==> config.mk <==
export PLATFORM = sky130hd
export DESIGN_NAME = zap_mem_arbiter_flat
export DESIGN_NICKNAME = d
export VERILOG_FILES = /design/src/rtl/zap_arb_pkg.sv /design/src/rtl/zap_mem_arbiter_if.sv /design/src/rtl/zap_mem_arb_timer.sv /design/src/rtl/zap_mem_arbiter.sv /design/src/flat_wrapper.sv
export SDC_FILE = /design/constraint.sdc
export NUM_CORES = 1
export LEC_CHECK = 0
export ABC_AREA = 1
export BUFFER_PORTS_ARGS = -buffer_cell sky130_fd_sc_hd__buf_4
export CORE_ASPECT_RATIO = 0.6
export CORE_MARGIN = 8
export CORE_UTILIZATION = 41
export CTS_BUF_LIST = sky130_fd_sc_hd__clkbuf_16
export DETAILED_ROUTE_END_ITERATION = 16
export PLACE_DENSITY = 0.7
export SYNTH_ARGS = -nofsm -noshare
export SYNTH_HDL_FRONTEND = slang
export SYNTH_HIERARCHICAL = 1
export SYNTH_SLANG_ARGS = --single-unit
==> constraint.sdc <==
create_clock -name i_clk -period 2.75 [get_ports i_clk]
set_clock_uncertainty 0.1 [all_clocks]
set_input_delay 0.1375 -clock i_clk [delete_from_list [all_inputs] [get_ports i_clk]]
set_output_delay 0.1375 -clock i_clk [all_outputs]
set_load 0.05 [all_outputs]
==> src/rtl/zap_arb_pkg.sv <==
// Shared types and default constants for the instruction/data memory arbiter.
package zap_arb_pkg;

  typedef enum logic [1:0] {IDLE, BUSY_D, BUSY_I, DONE} arb_state_e;

  localparam int STARVE_LIMIT_DEF = 4;
  localparam int TIMEOUT_DEF      = 255;

  // Latched bus-side request; the bus outputs come straight from these flops
  typedef struct packed {
    logic        cyc;
    logic        stb;
    logic        we;
    logic [31:0] adr;
    logic [31:0] dat;
    logic [3:0]  sel;
  } bus_req_t;

endpackage

==> src/rtl/zap_mem_arbiter_if.sv <==
// Port bundle for the arbiter: data port, instruction port and shared bus.
interface zap_mem_arbiter_if;
  logic        i_d_req, i_d_wr;
  logic [31:0] i_d_addr, i_d_wdata;
  logic [3:0]  i_d_sel;
  logic        o_d_ack, o_d_err;
  logic [31:0] o_d_rdata;
  logic        i_i_req;
  logic [31:0] i_i_addr;
  logic        o_i_ack, o_i_err;
  logic [31:0] o_i_rdata;
  logic        o_bus_cyc, o_bus_stb, o_bus_we;
  logic [31:0] o_bus_adr, o_bus_dat;
  logic [3:0]  o_bus_sel;
  logic        i_bus_ack, i_bus_err;
  logic [31:0] i_bus_dat;

  modport slave (
    input  i_d_req, i_d_wr, i_d_addr, i_d_wdata, i_d_sel, i_i_req, i_i_addr,
           i_bus_ack, i_bus_err, i_bus_dat,
    output o_d_ack, o_d_err, o_d_rdata, o_i_ack, o_i_err, o_i_rdata,
           o_bus_cyc, o_bus_stb, o_bus_we, o_bus_adr, o_bus_dat, o_bus_sel
  );

  modport master (
    output i_d_req, i_d_wr, i_d_addr, i_d_wdata, i_d_sel, i_i_req, i_i_addr,
           i_bus_ack, i_bus_err, i_bus_dat,
    input  o_d_ack, o_d_err, o_d_rdata, o_i_ack, o_i_err, o_i_rdata,
           o_bus_cyc, o_bus_stb, o_bus_we, o_bus_adr, o_bus_dat, o_bus_sel
  );
endinterface

==> src/rtl/zap_mem_arb_timer.sv <==
// Bus watchdog: counts enabled cycles, flags the last one before TIMEOUT is hit.
module zap_mem_arb_timer #(
  parameter int TIMEOUT = 255
) (
  input  logic i_clk,
  input  logic i_reset,
  input  logic clear,
  input  logic enable,
  output logic expired
);
  localparam int W = $clog2(TIMEOUT + 1);

  logic [W-1:0] cnt;

  // Fires during the TIMEOUT-th enabled cycle so the owner leaves BUSY after exactly TIMEOUT cycles
  assign expired = enable && (cnt == W'(TIMEOUT - 1));

  always_ff @(posedge i_clk) begin
    if (i_reset || clear)      cnt <= '0;
    else if (enable && !expired) cnt <= cnt + W'(1);
  end
endmodule

==> src/rtl/zap_mem_arbiter.sv <==
// Two-port (data/instruction) to single bus arbiter with starvation guard and bus timeout.
module zap_mem_arbiter
  import zap_arb_pkg::*;
#(
  parameter int STARVE_LIMIT = STARVE_LIMIT_DEF,
  parameter int TIMEOUT      = TIMEOUT_DEF
) (
  input logic              i_clk,
  input logic              i_reset,
  zap_mem_arbiter_if.slave arb
);
  localparam int SW = $clog2(STARVE_LIMIT + 2);

  arb_state_e  state;
  bus_req_t    breq;
  logic        grant_i;
  logic [SW-1:0] starve;
  logic        busy, bus_done, expired, pick_i, done_err;
  logic [31:0] done_dat;

  assign busy     = (state == BUSY_D) || (state == BUSY_I);
  assign bus_done = arb.i_bus_ack | arb.i_bus_err;
  assign pick_i   = arb.i_i_req && (!arb.i_d_req || starve == SW'(STARVE_LIMIT));
  // Error wins over ack; with neither present we only get here through the timeout
  assign done_err = arb.i_bus_err | ~arb.i_bus_ack;
  assign done_dat = bus_done ? arb.i_bus_dat : 32'h0;

  assign arb.o_bus_cyc = breq.cyc;
  assign arb.o_bus_stb = breq.stb;
  assign arb.o_bus_we  = breq.we;
  assign arb.o_bus_adr = breq.adr;
  assign arb.o_bus_dat = breq.dat;
  assign arb.o_bus_sel = breq.sel;

  zap_mem_arb_timer #(.TIMEOUT(TIMEOUT)) u_timer (
    .i_clk   (i_clk),
    .i_reset (i_reset),
    .clear   (!busy),
    .enable  (busy && !bus_done),
    .expired (expired)
  );

  always_ff @(posedge i_clk) begin
    if (i_reset) begin
      state         <= IDLE;
      breq          <= '0;
      grant_i       <= 1'b0;
      starve        <= '0;
      arb.o_d_ack   <= 1'b0;
      arb.o_d_err   <= 1'b0;
      arb.o_d_rdata <= '0;
      arb.o_i_ack   <= 1'b0;
      arb.o_i_err   <= 1'b0;
      arb.o_i_rdata <= '0;
    end else begin
      unique case (state)
        IDLE: begin
          if (!arb.i_i_req) starve <= '0;
          if (pick_i) begin
            grant_i <= 1'b1;
            starve  <= '0;
            breq    <= '{cyc: 1'b1, stb: 1'b1, we: 1'b0, adr: arb.i_i_addr,
                         dat: 32'h0, sel: 4'hF};
            state   <= BUSY_I;
          end else if (arb.i_d_req) begin
            grant_i <= 1'b0;
            if (arb.i_i_req && starve != SW'(STARVE_LIMIT)) starve <= starve + SW'(1);
            breq    <= '{cyc: 1'b1, stb: 1'b1, we: arb.i_d_wr, adr: arb.i_d_addr,
                         dat: arb.i_d_wdata, sel: arb.i_d_sel};
            state   <= BUSY_D;
          end
        end
        BUSY_D, BUSY_I: begin
          if (bus_done || expired) begin
            breq.cyc <= 1'b0;
            breq.stb <= 1'b0;
            if (grant_i) begin
              arb.o_i_ack   <= 1'b1;
              arb.o_i_err   <= done_err;
              arb.o_i_rdata <= done_dat;
            end else begin
              arb.o_d_ack   <= 1'b1;
              arb.o_d_err   <= done_err;
              arb.o_d_rdata <= done_dat;
            end
            state <= DONE;
          end
        end
        DONE: begin
          arb.o_d_ack <= 1'b0;
          arb.o_d_err <= 1'b0;
          arb.o_i_ack <= 1'b0;
          arb.o_i_err <= 1'b0;
          state       <= IDLE;
        end
        default: state <= IDLE;
      endcase
    end
  end
endmodule

==> src/flat_wrapper.sv <==
// flat-port wrapper written by rule: the top's interface ports become plain ports
module zap_mem_arbiter_flat import zap_arb_pkg::*;
#(
  parameter int STARVE_LIMIT = STARVE_LIMIT_DEF,
  parameter int TIMEOUT      = TIMEOUT_DEF
)
  (i_clk, i_reset, arb_i_d_req, arb_i_d_wr, arb_i_d_addr, arb_i_d_wdata, arb_i_d_sel, arb_i_i_req, arb_i_i_addr, arb_i_bus_ack, arb_i_bus_err, arb_i_bus_dat, arb_o_d_ack, arb_o_d_err, arb_o_d_rdata, arb_o_i_ack, arb_o_i_err, arb_o_i_rdata, arb_o_bus_cyc, arb_o_bus_stb, arb_o_bus_we, arb_o_bus_adr, arb_o_bus_dat, arb_o_bus_sel);
  zap_mem_arbiter_if arb_i ();
  input logic i_clk;
  input logic i_reset;
  input wire logic [$bits(arb_i.i_d_req)-1:0] arb_i_d_req;
  input wire logic [$bits(arb_i.i_d_wr)-1:0] arb_i_d_wr;
  input wire logic [$bits(arb_i.i_d_addr)-1:0] arb_i_d_addr;
  input wire logic [$bits(arb_i.i_d_wdata)-1:0] arb_i_d_wdata;
  input wire logic [$bits(arb_i.i_d_sel)-1:0] arb_i_d_sel;
  input wire logic [$bits(arb_i.i_i_req)-1:0] arb_i_i_req;
  input wire logic [$bits(arb_i.i_i_addr)-1:0] arb_i_i_addr;
  input wire logic [$bits(arb_i.i_bus_ack)-1:0] arb_i_bus_ack;
  input wire logic [$bits(arb_i.i_bus_err)-1:0] arb_i_bus_err;
  input wire logic [$bits(arb_i.i_bus_dat)-1:0] arb_i_bus_dat;
  output wire logic [$bits(arb_i.o_d_ack)-1:0] arb_o_d_ack;
  output wire logic [$bits(arb_i.o_d_err)-1:0] arb_o_d_err;
  output wire logic [$bits(arb_i.o_d_rdata)-1:0] arb_o_d_rdata;
  output wire logic [$bits(arb_i.o_i_ack)-1:0] arb_o_i_ack;
  output wire logic [$bits(arb_i.o_i_err)-1:0] arb_o_i_err;
  output wire logic [$bits(arb_i.o_i_rdata)-1:0] arb_o_i_rdata;
  output wire logic [$bits(arb_i.o_bus_cyc)-1:0] arb_o_bus_cyc;
  output wire logic [$bits(arb_i.o_bus_stb)-1:0] arb_o_bus_stb;
  output wire logic [$bits(arb_i.o_bus_we)-1:0] arb_o_bus_we;
  output wire logic [$bits(arb_i.o_bus_adr)-1:0] arb_o_bus_adr;
  output wire logic [$bits(arb_i.o_bus_dat)-1:0] arb_o_bus_dat;
  output wire logic [$bits(arb_i.o_bus_sel)-1:0] arb_o_bus_sel;
  assign arb_i.i_d_req = arb_i_d_req;
  assign arb_i.i_d_wr = arb_i_d_wr;
  assign arb_i.i_d_addr = arb_i_d_addr;
  assign arb_i.i_d_wdata = arb_i_d_wdata;
  assign arb_i.i_d_sel = arb_i_d_sel;
  assign arb_i.i_i_req = arb_i_i_req;
  assign arb_i.i_i_addr = arb_i_i_addr;
  assign arb_i.i_bus_ack = arb_i_bus_ack;
  assign arb_i.i_bus_err = arb_i_bus_err;
  assign arb_i.i_bus_dat = arb_i_bus_dat;
  assign arb_o_d_ack = arb_i.o_d_ack;
  assign arb_o_d_err = arb_i.o_d_err;
  assign arb_o_d_rdata = arb_i.o_d_rdata;
  assign arb_o_i_ack = arb_i.o_i_ack;
  assign arb_o_i_err = arb_i.o_i_err;
  assign arb_o_i_rdata = arb_i.o_i_rdata;
  assign arb_o_bus_cyc = arb_i.o_bus_cyc;
  assign arb_o_bus_stb = arb_i.o_bus_stb;
  assign arb_o_bus_we = arb_i.o_bus_we;
  assign arb_o_bus_adr = arb_i.o_bus_adr;
  assign arb_o_bus_dat = arb_i.o_bus_dat;
  assign arb_o_bus_sel = arb_i.o_bus_sel;
  zap_mem_arbiter #(.STARVE_LIMIT(STARVE_LIMIT), .TIMEOUT(TIMEOUT)) u_core (.i_clk(i_clk), .i_reset(i_reset), .arb(arb_i));
endmodule
==> flow_summary.json <==
{
  "final-hold-violation-count": 0,
  "clock-sinks": 152,
  "leakage_nw": 5.086,
  "crit_path_start": "u_core/starve[0]$_SDFFE_PP0N_",
  "n_antenna_cell": 0,
  "worst_pin_slew_ns": 0.6642,
  "path_clk_slew_ns": 0.06,
  "fp.dieH_um": 113.6,
  "fillers": 1288,
  "fin_tns_setup_ns": 0,
  "die_x_um": 178.7,
  "maxSlewHeadroom_pct": 55.72,
  "rows": 35,
  "p_sw_share_pct": 40.17,
  "fmax_mhz": 415.9,
  "drc": 0,
  "synth-seq-cells": 152,
  "finalPower_mw": 8.603,
  "start_kind": "flop",
  "vias_per_cell": 4.686,
  "fin_crit_ns": 2.405,
  "routed_wl_mm": 22.75,
  "finalSetupViolations": 0,
  "clockPowerShare_pct": 27.7,
  "avgSynthCellArea_um2": 6.880,
  "combPwrFrac_pct": 40.4,
  "wl_met1_mm": 9.957,
  "share_seq_of_total_power_pct": 31.9,
  "met3_length_mm": 2.244,
  "grt_antenna_before_repair": 0,
  "rsz0062_at_grt": "false",
  "worst_slack_ns": 0.3453,
  "syn_inst": 947,
  "initial_core_util_pct": 42.14,
  "layout-drive-gt1-share_pct": 24.98,
  "final_util_pct": 68.68,
  "intPower_mw": 5.147,
  "synthToLayoutAreaGrowth_pct": 62.97,
  "final_nets": 1479,
  "critPathArrivalTime_ns": 2.66,
  "postCtsSetupBuffers": 0,
  "hpwl_mm": 15.14,
  "vias": 7254,
  "worstPathRequired_ns": 3.00,
  "grt_start_max_net_pins": 103,
  "ant_nets": 0,
  "worstSetupPathType": "flop to flop",
  "io_buffers": 277,
  "syn_area_um2": 6515,
  "htreeDepth": 4,
  "instances_no_fill": 1548,
  "ys_seq_area_share_pct": 46.71,
  "wl_met2_mm": 10.43,
  "clock_path_buffers": 2,
  "drv_cap": 0,
  "hold_path.class": "input port to flop",
  "status": "finished, final reports clean",
  "clkLatencyLatePin_ns": 0.40,
  "numCtsBuffers": 17,
  "gr-total-overflow": 0,
  "min_period_over_period_pct": 87.44,
  "syn-num-nets": 1093,
  "drv_slew": 0,
  "yosysWarnings": 6,
  "dieArea_um2": 20310,
  "drt_iter0_markers": 443,
  "hp-start": "arb_i_i_req",
  "path_max_fanout": 37,
  "ioPinCount": 278,
  "reg2reg_from": "u_core/starve[0]$_SDFFE_PP0N_",
  "design.core.area_um2": 15460,
  "first_pass_iters": 5,
  "grt_usage_pct": 21.61,
  "dpl_worst_slack_ns": 0.4977,
  "grt_pass1_vias": 7112,
  "cts_root_buf": "clkbuf_16",
  "yosysUniqueCellTypes": 28,
  "tritoncts": "built",
  "dp.cells": 1383,
  "power_density_nw_per_um2": 810.2,
  "ir_worst_vdd_v": 0.0004303,
  "routed_wire_length_per_instance_um": 14.70,
  "place_congestion": 0.8040,
  "top_layer": "met4",
  "critPathCaptureType": "flop",
  "grt_pass1_wl_mm": 35.95,
  "power.switching_mw": 3.456
}
## cell usage in the layout (no fill, tap or decap), drive strengths merged, types with 2 or more instances in the layout
master,count
o21ai,42
a21oi,110
clkbuf,17
inv,97
clkinvlp,4
nor2,159
nand2,269
nor3,4
nand3,42
dlygate4sd3,134
dfxtp,152
buf,290
clkinv,3
xnor2,2
ha,7
bufinv,3
nand4,5
## layout make-up
type / count / area, um^2 / share of cell area [%]
clock buffer: 17 / 425.4 / 4.007
tap: 203 / 254.0 / 2.392
clock inverter: 14 / 173.9 / 1.638
inverter: 93 / 351.6 / 3.311
sequential: 152 / 3043 / 28.66
timing repair buffer: 424 / 3531 / 33.25
multi-input combinational: 645 / 2839 / 26.74
## path summary, 6_finish.rpt
path	end	slack, ns	cells past startpoint
hold reg to reg	u_core/arb.o_i_rdata[1]$_SDFFE_PP0P_	0.36	2
hold / removal	u_core/state[1]$_SDFFE_PP0P_	0.06	5
setup / recovery	u_core/arb.o_bus_adr[19]$_SDFFE_PP0P_	0.35	11
setup reg to reg	u_core/arb.o_bus_adr[19]$_SDFFE_PP0P_	0.35	11
## cell usage after synthesis, drive strengths merged
| cell | count | share of area (%) |
|---|---|---|
| nand2 | 269 | 16 |
| nand3b | 1 | 0.12 |
| xnor2 | 2 | 0.27 |
| dfxtp | 152 | 47 |
| nor3 | 4 | 0.31 |
| nand3 | 42 | 3.3 |
| a211oi | 1 | 0.12 |
| ha | 7 | 1.3 |
| buf | 39 | 3.4 |
| inv | 93 | 5.4 |
| nor2 | 159 | 9.5 |
| or2 | 1 | 0.096 |
| xor2 | 1 | 0.13 |
| a21oi | 110 | 8.6 |
| a22oi | 1 | 0.12 |
| nand4 | 5 | 0.48 |
| o21ai | 42 | 3.2 |
| clkbuf | 18 | 1.0 |
## state kept, by name (all words and copies together) (netlist names), 2 cells and up
name                  flops
u_core/arb.o_bus_adr     32
u_core/arb.o_bus_dat     32
u_core/arb.o_d_rdata     32
u_core/arb.o_i_rdata     32
u_core/u_timer/cnt        8
u_core/arb.o_bus_sel      4
u_core/starve             3
u_core/state              2
## stage by stage
step | hold WS (ns) | area (um^2)
2_1_floorplan | 0.1647 | 6515
3_3_place_gp | 0.2555 | 8677
3_5_place_dp | 0.2600 | 8677
4_1_cts | 0.02937 | 10620
5_1_grt | 0.06825 | 10620
6_report | 0.05893 | 10620
## power groups by stage
| stage | sequential (mW) | combinational (mW) | clock [mW] |
|---|---|---|---|
| floorplan | 3.93 | 1.06 | 0 |
| global placement | 2.78 | 3.18 | 0 |
| detailed placement | 2.78 | 3.20 | 0 |
| CTS | 2.75 | 3.46 | 2.44 |
| global route | 2.79 | 3.72 | 2.53 |
| finish | 2.74 | 3.48 | 2.38 |
## repair_timing
action / in CTS / in global routing
setup endpoints to repair: 0 / 0
resized for setup: 0 / 0
hold endpoints to repair: 133 / 0
hold buffers: 134 / 0
## worst max-delay path, cell delays in order (launching register included)
cell and delay, ns:
dfxtp_1 0.34, inv_1 0.06, ha_1 0.13, nand2_1 0.05
nand2_1 0.11, nand2_2 0.09, inv_2 0.48, nand2_1 0.16
nand3_1 0.12, dlygate4sd3_1 0.57, nand2_1 0.05, inv_1 0.04
## routing by layer
metal	track usage, %	up-vias
met4	4.004	0
met2	35.24	226
met3	8.941	12
met5	0	-
met1	26.50	3294
li1	-	3722
## logic make-up (layout without fill, tap and decap cells)
kind of cell / Yosys count / in the layout / share of synthesized area, %
compound gates: 154 / 154 / 12.08
simple gates: 481 / 481 / 29.65
flops: 152 / 152 / 46.71
buf+inv: 150 / 548 / 9.814
fa+ha+maj: 7 / 7 / 1.344
xor+xnor: 3 / 3 / 0.4034
No activity file was read; power rests on OpenSTA's default activity.
